$ cat src/rtl/booth_mult_seq_if.sv
// Booth action interface between the multiplier controller and the
// combinational partial-product generator / requesting logic.
interface booth_mult_seq_if;
  logic       start;
  logic [7:0] multiplicand;
  logic [7:0] multiplier;
  logic [7:0] mcand_q;
  logic [2:0] action;
  logic [9:0] pp;
  logic       busy;
  logic       done;
  logic [15:0] product;

  // Requester plus partial-product generator side.
  modport master (
    output start, multiplicand, multiplier, pp,
    input  mcand_q, action, busy, done, product
  );

  // Controller side.
  modport slave (
    input  start, multiplicand, multiplier, pp,
    output mcand_q, action, busy, done, product
  );
endinterface

$ cat src/rtl/booth_mult_seq.sv
// Sequential radix-4 Booth multiplier controller: 8x8 unsigned -> 16.
// Scans the multiplier two bits per cycle and emits one registered Booth
// action per group; the external generator returns the partial product
// in the same cycle, and it is accumulated at weight 4^cnt.
//
// state | meaning
// IDLE  | waiting for start
// RUN   | five group cycles, cnt = 0..4
// DONE  | one-cycle done pulse, product valid
module booth_mult_seq (
  input  logic            clk,
  input  logic            rst,
  booth_mult_seq_if.slave bus
);

  localparam logic [1:0] ST_IDLE = 2'd0;
  localparam logic [1:0] ST_RUN  = 2'd1;
  localparam logic [1:0] ST_DONE = 2'd2;

  logic [1:0]  state;
  logic [7:0]  mult_q;
  logic [7:0]  mcand_r;
  logic [2:0]  action_r;
  logic [2:0]  cnt;
  logic [17:0] acc;
  logic [15:0] product_r;
  logic [17:0] pp_ext;
  logic [17:0] pp_shift;
  logic [17:0] acc_next;

  // Booth recoding of a 3-bit group (y[2i+1], y[2i], y[2i-1]).
  function automatic logic [2:0] encode(input logic [2:0] grp);
    logic [2:0] a;
    case (grp)
      3'b000:  a = 3'b000;
      3'b001:  a = 3'b010;
      3'b010:  a = 3'b010;
      3'b011:  a = 3'b100;
      3'b100:  a = 3'b101;
      3'b101:  a = 3'b011;
      3'b110:  a = 3'b011;
      default: a = 3'b000;
    endcase
    return a;
  endfunction

  // Group idx of the multiplier, with y[-1] = y[8] = y[9] = 0.
  function automatic logic [2:0] group_of(input logic [7:0] y, input logic [2:0] idx);
    logic [10:0] ext;
    ext = {2'b00, y, 1'b0};
    return ext[{idx, 1'b0} +: 3];
  endfunction

  // Sign-extend the returned partial product and weight it by 4^cnt.
  always_comb begin
    pp_ext   = {{8{bus.pp[9]}}, bus.pp};
    pp_shift = pp_ext << {cnt, 1'b0};
    acc_next = acc + pp_shift;
  end

  // Sequencer, operand latches, action register and accumulator.
  // A start seen in DONE is accepted directly so back-to-back requests
  // complete every six cycles; it does not disturb the pulse in progress.
  always_ff @(posedge clk) begin
    if (rst) begin
      state     <= ST_IDLE;
      mult_q    <= 8'h00;
      mcand_r   <= 8'h00;
      action_r  <= 3'b000;
      cnt       <= 3'd0;
      acc       <= 18'd0;
      product_r <= 16'h0000;
    end else begin
      case (state)
        ST_IDLE, ST_DONE: begin
          if (bus.start) begin
            mcand_r  <= bus.multiplicand;
            mult_q   <= bus.multiplier;
            acc      <= 18'd0;
            cnt      <= 3'd0;
            action_r <= encode(group_of(bus.multiplier, 3'd0));
            state    <= ST_RUN;
          end else begin
            state <= ST_IDLE;
          end
        end
        ST_RUN: begin
          acc <= acc_next;
          if (cnt == 3'd4) begin
            product_r <= acc_next[15:0];
            action_r  <= 3'b000;
            state     <= ST_DONE;
          end else begin
            cnt      <= cnt + 3'd1;
            action_r <= encode(group_of(mult_q, cnt + 3'd1));
          end
        end
        default: state <= ST_IDLE;
      endcase
    end
  end

  assign bus.mcand_q = mcand_r;
  assign bus.action  = action_r;
  assign bus.product = product_r;
  assign bus.busy    = (state == ST_RUN);
  assign bus.done    = (state == ST_DONE);

endmodule
$ cat src/flat_wrapper.sv
// flat-port wrapper written by rule: the top's interface ports become plain ports
module booth_mult_seq_flat 
  (clk, rst, bus_start, bus_multiplicand, bus_multiplier, bus_pp, bus_mcand_q, bus_action, bus_busy, bus_done, bus_product);
  booth_mult_seq_if bus_i ();
  input  logic clk;
  input  logic rst;
  input wire logic [$bits(bus_i.start)-1:0] bus_start;
  input wire logic [$bits(bus_i.multiplicand)-1:0] bus_multiplicand;
  input wire logic [$bits(bus_i.multiplier)-1:0] bus_multiplier;
  input wire logic [$bits(bus_i.pp)-1:0] bus_pp;
  output wire logic [$bits(bus_i.mcand_q)-1:0] bus_mcand_q;
  output wire logic [$bits(bus_i.action)-1:0] bus_action;
  output wire logic [$bits(bus_i.busy)-1:0] bus_busy;
  output wire logic [$bits(bus_i.done)-1:0] bus_done;
  output wire logic [$bits(bus_i.product)-1:0] bus_product;
  assign bus_i.start = bus_start;
  assign bus_i.multiplicand = bus_multiplicand;
  assign bus_i.multiplier = bus_multiplier;
  assign bus_i.pp = bus_pp;
  assign bus_mcand_q = bus_i.mcand_q;
  assign bus_action = bus_i.action;
  assign bus_busy = bus_i.busy;
  assign bus_done = bus_i.done;
  assign bus_product = bus_i.product;
  booth_mult_seq u_core (.clk(clk), .rst(rst), .bus(bus_i));
endmodule
$ cat config.mk
export PLATFORM = sky130hd
export DESIGN_NAME = booth_mult_seq_flat
export DESIGN_NICKNAME = d
export VERILOG_FILES = /design/src/rtl/booth_mult_seq_if.sv /design/src/rtl/booth_mult_seq.sv /design/src/flat_wrapper.sv
export SDC_FILE = /design/constraint.sdc
export NUM_CORES = 1
export LEC_CHECK = 0
export CAP_MARGIN = 20
export CORE_ASPECT_RATIO = 1.25
export CORE_MARGIN = 10
export CORE_UTILIZATION = 50
export DETAILED_ROUTE_END_ITERATION = 7
export HOLD_SLACK_MARGIN = 0.03
export PLACE_DENSITY = 0.76
export SETUP_SLACK_MARGIN = 0.2
export SYNTH_ARGS = -nofsm -noshare
export SYNTH_HDL_FRONTEND = slang
export SYNTH_SLANG_ARGS = --single-unit
$ cat constraint.sdc
create_clock -name clk -period 10.15 [get_ports clk]
set_clock_uncertainty 0.2 [all_clocks]
set_input_delay 1.5225 -clock clk [delete_from_list [all_inputs] [get_ports clk]]
set_output_delay 1.5225 -clock clk [all_outputs]
set_load 0.1 [all_outputs]
# Word level (Yosys, flattened, before mapping)
# Index checks and enable logic that the tools add are counted.
dict set report word_totals {
  register_bits 58
  inputBits 29
  output_inout_bits 29
  word_cells 49
}
dict set report op_classes {
  add_sub_neg 2
  eq_ne 15
  n_shift 2
  n_mux 13
  n_reduce_logical 10
}
# op n
set op_table {}
lappend op_table {{case mux 18 bit (2 select lines)} 1}
lappend op_table {{case mux 3 bit (4 select lines)} 2}
lappend op_table {{adder 18 bit} 1}
lappend op_table {{2-to-1 mux 18 bit} 1}
lappend op_table {{<< shifter 18 x 4 -> 18 bit} 1}
lappend op_table {{equality test 3 bit, second input constant} 4}
lappend op_table {{2-to-1 mux 3 bit} 4}
lappend op_table {{case mux 3 bit (2 select lines)} 2}
lappend op_table {{indexed part select 11 x 5 -> 3 bit} 1}
lappend op_table {{equality test 2 bit, second input constant} 3}
lappend op_table {{equality test 3 x 2 -> 1 bit, second input constant} 2}
lappend op_table {{AND reduction 2 bit} 3}
lappend op_table {{OR reduction 2 bit} 3}
lappend op_table {{equality test 2 x 1 -> 1 bit, second input constant} 2}
lappend op_table {{zero test 2 bit} 2}
lappend op_table {{!= test 2 bit, second input constant} 2}
lappend op_table {{case mux 2 bit (2 select lines)} 1}
lappend op_table {{adder 3 x 1 -> 3 bit, second input constant} 1}
lappend op_table {{equality test 3 x 1 -> 1 bit, second input constant} 1}
lappend op_table {{AND reduction 3 bit} 1}
lappend op_table {{2-to-1 mux 2 bit} 1}
lappend op_table {{!= test 2 x 1 -> 1 bit, second input constant} 1}
lappend op_table {{nonzero test 2 bit} 1}
lappend op_table {{2-to-1 mux 1 bit} 1}

# Longest topological paths before layout
dict set report logic_depth {
  depth_word 7
  ltp_mapped 13
  depth_no_buf 11
}

# Least setup slack after synthesis
# Ideal clock, no wire load.
dict set report synth_timing {
  path_kind {input to register}
  start {input bus_pp[1]}
  end {register u_core.acc[13]}
  setup_ps 117
  t_arrival_ps 3566
  required_ps 9833
  setup_slack_ps 6267
  path_stages 8
  n_path_buf 0
  path_cell_list {mux4_2 -> nor2b_1 -> ha_1 -> a211oi_2 -> nor2_1 -> o41a_1 -> or3_1 -> a32o_1}
}
dict set report synth_via {
  elab_chain_len 3
}
# element line
set synth_rtl {}
lappend synth_rtl {{start: declaration} flat_wrapper.sv:10} ;# input wire logic [$bits(bus_i.pp)-1:0] bus_pp;
lappend synth_rtl {{<< shifter 18 x 4 -> 18 bit} booth_mult_seq.sv:57} ;# pp_shift = pp_ext << {cnt, 1'b0};
lappend synth_rtl {{adder 18 bit} booth_mult_seq.sv:58} ;# acc_next = acc + pp_shift;
lappend synth_rtl {{case mux 18 bit (2 select lines)} booth_mult_seq.sv:74} ;# case (state)
lappend synth_rtl {{end signal: assignment} booth_mult_seq.sv:88} ;# acc <= acc_next;
lappend synth_rtl {{end: declaration} booth_mult_seq.sv:25} ;# logic [17:0] acc;
# Every way passes these cells.
# A chain may end at the register's enable or synchronous reset.

# Worst setup path in the final report
dict set report layout_timing {
  start {input bus_pp[9]}
  end {register u_core.acc[13]}
}
# The elaborated chain is that of the path after synthesis.

==> run summary <==
The run finished with clean final reports. On the worst path, the slowest cell contributes a delay of 0.57 ns. The number of nets handed over by synthesis was 490. The synthesized design contains 0 enable-type register cells. After layout, the worst path uses 42.25% of the clock period. The tools report the worst setup path startpoint as bus_pp[9]. The register clock-pin slew on the reported worst setup and hold paths was 0.11 ns. The top cell types in the final layout, fill and taps aside, are nand2_1 (63), clkdlybuf4s50_1 (56), dfxtp_1 (56). In this run the core area contains 34 standard-cell rows. The final estimated routing congestion in global placement was 0.9520; the register bit count reported by yosys was 56. The tools report the largest net degree at the start of global routing as 58. The worst hold path belongs to the class flip-flop to flip-flop.

The final count of hold timing violations is 0, and the final critical-path required period is 4.289 ns. The starting density of the core is 51.09%. For the total of endpoints with negative setup slack in the final report, the log shows 0.

The area growth from synthesis to layout is 19.12%. The worst hold path begins at u_core.bus.product[7]. Power spread over the standard cell area amounts to 131.8 nW/um2.

Detailed placement finished with a half-perimeter wire length of 7.533 mm. The tools report the max-slew violation total from the final report as 0. The antenna diode instance count is 0.

Cell chosen for the clock root: clkbuf_8. The chip width works out to 95.06 um. The critical path goes through clkdlybuf4s50_1 -> mux2i_1 -> nor2_1 -> a31oi_1 -> o21ai_0 -> ha_1 -> o21ai_0 -> nor2_1 -> o41a_1 -> or3_1 -> a32o_1. After the last flow step, the layout net total stands at 529. In this run the count of I/O pins placed on the die edge is 58. Most common cell after layout, fill and taps aside: nand2_1. For this run, the leading register cell type out of synthesis is dfxtp_1. The critical path is of the input pin to flip-flop type.

Setup repair after global routing left no endpoint under its margin. For the pin with the worst max-slew slack, the measured transition is 1.071 ns. In the final layout, the share of cells above drive strength 1 is 5.590%. Clock latency on the worst-skew pair, taken at its later pin, is 0.32 ns. The post-cts repair resize count was 0. The number of setup buffers added after CTS is 0.

STA classifies the critical path startpoint as an input pin. The post-cts hold buffer count was 0; the worst max-slew margin expressed relative to the limit was 28.36%. The endpoint identified for the worst register-to-register timing path is u_core.acc[14]. The most critical setup path has its endpoint at u_core.acc[13].

By area the synthesized netlist is led by dfxtp_1 (32%), nand2_1 (6.7%), a21oi_1 (6.5%), ha_1 (6.0%), nor2_1 (4.3%). The vias after detailed routing is 3,398, and the remaining global-route overflow is 0. The number of buffers on the longest clock path is 2, and the data arrival time of the critical path is 4.31 ns. Global routing consumed, over all layers together, 18.88% of the routing resources.

Dividing the detail-routed via count by the number of cells gives 5.930. Measured in cells, the most critical reg-to-reg path has a length of 11. The netlist uses 57 different library cells. The Yosys step of the flow raised 0 warnings. The leakage power total was 1.547 nW; the post-synth design cell area was 3521 um2. Buffers placed on the I/O ports in this run total 57. Slowest stage cell on the critical path: clkdlybuf4s50_1. The source of the worst register-to-register timing path is u_core.cnt[0].

Before antenna repair, the detailed router went through 4 iterations. The logs give 165 for the violation count after the first detailed-route iteration and 6892 um2 for the core region area. The wire length per cell is 17.42 um.

Biggest area consumer among synthesized cells: dfxtp_1. The async set-or-reset flop fraction in the synthesized netlist came out at 0%. The worst register-to-register path has a setup slack of 6.26 ns. Measured along the y axis, the die boundary spans 113.8 um. The worst path meets setup with 5.861 ns of slack. The maximum net fanout on the critical path is 9. The logs give 0 for the number of design rule violations left after detail routing and 56 for the number of clock sinks seen by CTS.

The top cell type by area accounts for 31.84% of the synthesized area. The logs give 5 for the number of clock buffers inserted by TritonCTS and 0 for the count of antenna-violating nets left after detailed routing. Maximum resistive drop on vdd: 0.09168 mV. The routed wire length was 9.983 mm. TritonCTS built the clock tree.

The maximum achievable frequency was 0.2332 GHz; the initial antenna violation count was 0. Each instance of the synthesized netlist takes up on average 7.948 um2. Max-cap violations in this run came to 0. The tools report the minimum setup slack after placement as 5.551 ns.

The run gives 31.84% as the sequential element share of the synthesized area. The tools report the cell count after synthesis as 443. Data on the critical path is required at its endpoint by 10.17 ns. The category of the worst setup path capture point was a flip-flop.

The die covers 10,820 um2. The first global-routing pass estimated 16.58 mm of wire. The via count of the first global-routing pass was 3,378. For the setup TNS, the log shows 0 ns. The number of levels in the clock H-tree was 2.
-- where the power goes --
group	internal [mW]	total (mW)	leakage [nW]	switching, mW
logic	0.0665	0.181	1.04	0.114
registers	0.231	0.241	0.456	0.00952
clock network	0.0506	0.131	0.0452	0.0807
-- worst max-delay path, delay by kind of cell --
family                   cells  cell delay (ns)
AO/OA/AOI/OAI                5             1.19
AND/OR/NAND/NOR              3             0.54
buffers and inverters        1             0.57
adder cells (fa/ha/maj)      1             0.38
multiplexers                 1             0.10
-- how the worst min path moves through the flow --
stage	slack, ns	cells after the start	end
floorplan	0.23	2	u_core.acc[9]
global placement	0.24	2	u_core.mult_q[0]
detailed placement	0.25	2	u_core.bus.mcand_q[6]
CTS	0.26	2	u_core.bus.product[3]
global route	0.28	2	u_core.bus.mcand_q[1]
finish	0.26	2	u_core.bus.product[7]
-- synthesized netlist by cell type (7+ instances only) --
library cell / count
a211oi_1: 8
ha_1: 17
a21oi_1: 46
dfxtp_1: 56
buf_2: 7
inv_1: 12
nand3_1: 12
nand3b_1: 8
clkbuf_1: 17
o21a_1: 8
nor2_1: 40
nand2_1: 63
o31ai_1: 10
nand2b_1: 8
nor3_1: 14
mux2i_1: 9
o21ai_0: 17
-- state kept, by name, summed over array words and instances, names as in the netlist --
register	cells
u_core.bus.mcand_q	8
u_core.state	2
u_core.mult_q	8
u_core.acc	16
u_core.bus.action	3
u_core.bus.product	16
u_core.cnt	3
-- cell type report --
cell class	count	area, um2
fill	640	2698
multi-input combinational	348	2245
sequential	56	1121
timing repair buffer	58	573.1
tap	90	112.6
clock buffer	5	68.82
inverter	13	48.80
clock inverter	3	25.02
-- cell families after synthesis --
logic type | Yosys count | synth area share (%)
XOR/XNOR | 6 | 1.493
buffers and inverters | 39 | 4.406
multiplexers | 16 | 6.397
flip-flops | 56 | 31.84
AO/OA/AOI/OAI | 141 | 27.43
AND/OR/NAND/NOR | 167 | 21.82
adder cells (fa/ha/maj) | 18 | 6.610
-- stage by stage --
step / hold slack (ns) / std cells / utilization, % / total power [mW] / cell area (um2)
after floorplan: 0.2315 / 443 / - / 0.3773 / 3521
after global placement: 0.2399 / 565 / 59.50 / 0.4227 / 4100
after detailed placement: 0.2477 / 565 / 59.50 / 0.4248 / 4100
after CTS: 0.2639 / 573 / 60.86 / 0.5566 / 4194
after global routing: 0.2848 / 573 / 60.86 / 0.5860 / 4194
final: 0.2610 / 573 / 60.86 / 0.5526 / 4194
-- metal layers --
layer | track usage [%] | part of all wire [%] | vias to the layer above
li1 | - | - | 1693
met1 | 22.45 | 42 | 1594
met2 | 32.66 | 50 | 94
met3 | 3.879 | 6.2 | 17
met4 | 6.300 | 2.1 | 0
met5 | 0 | 0 | -
No activity file was read; power rests on OpenSTA's default activity.
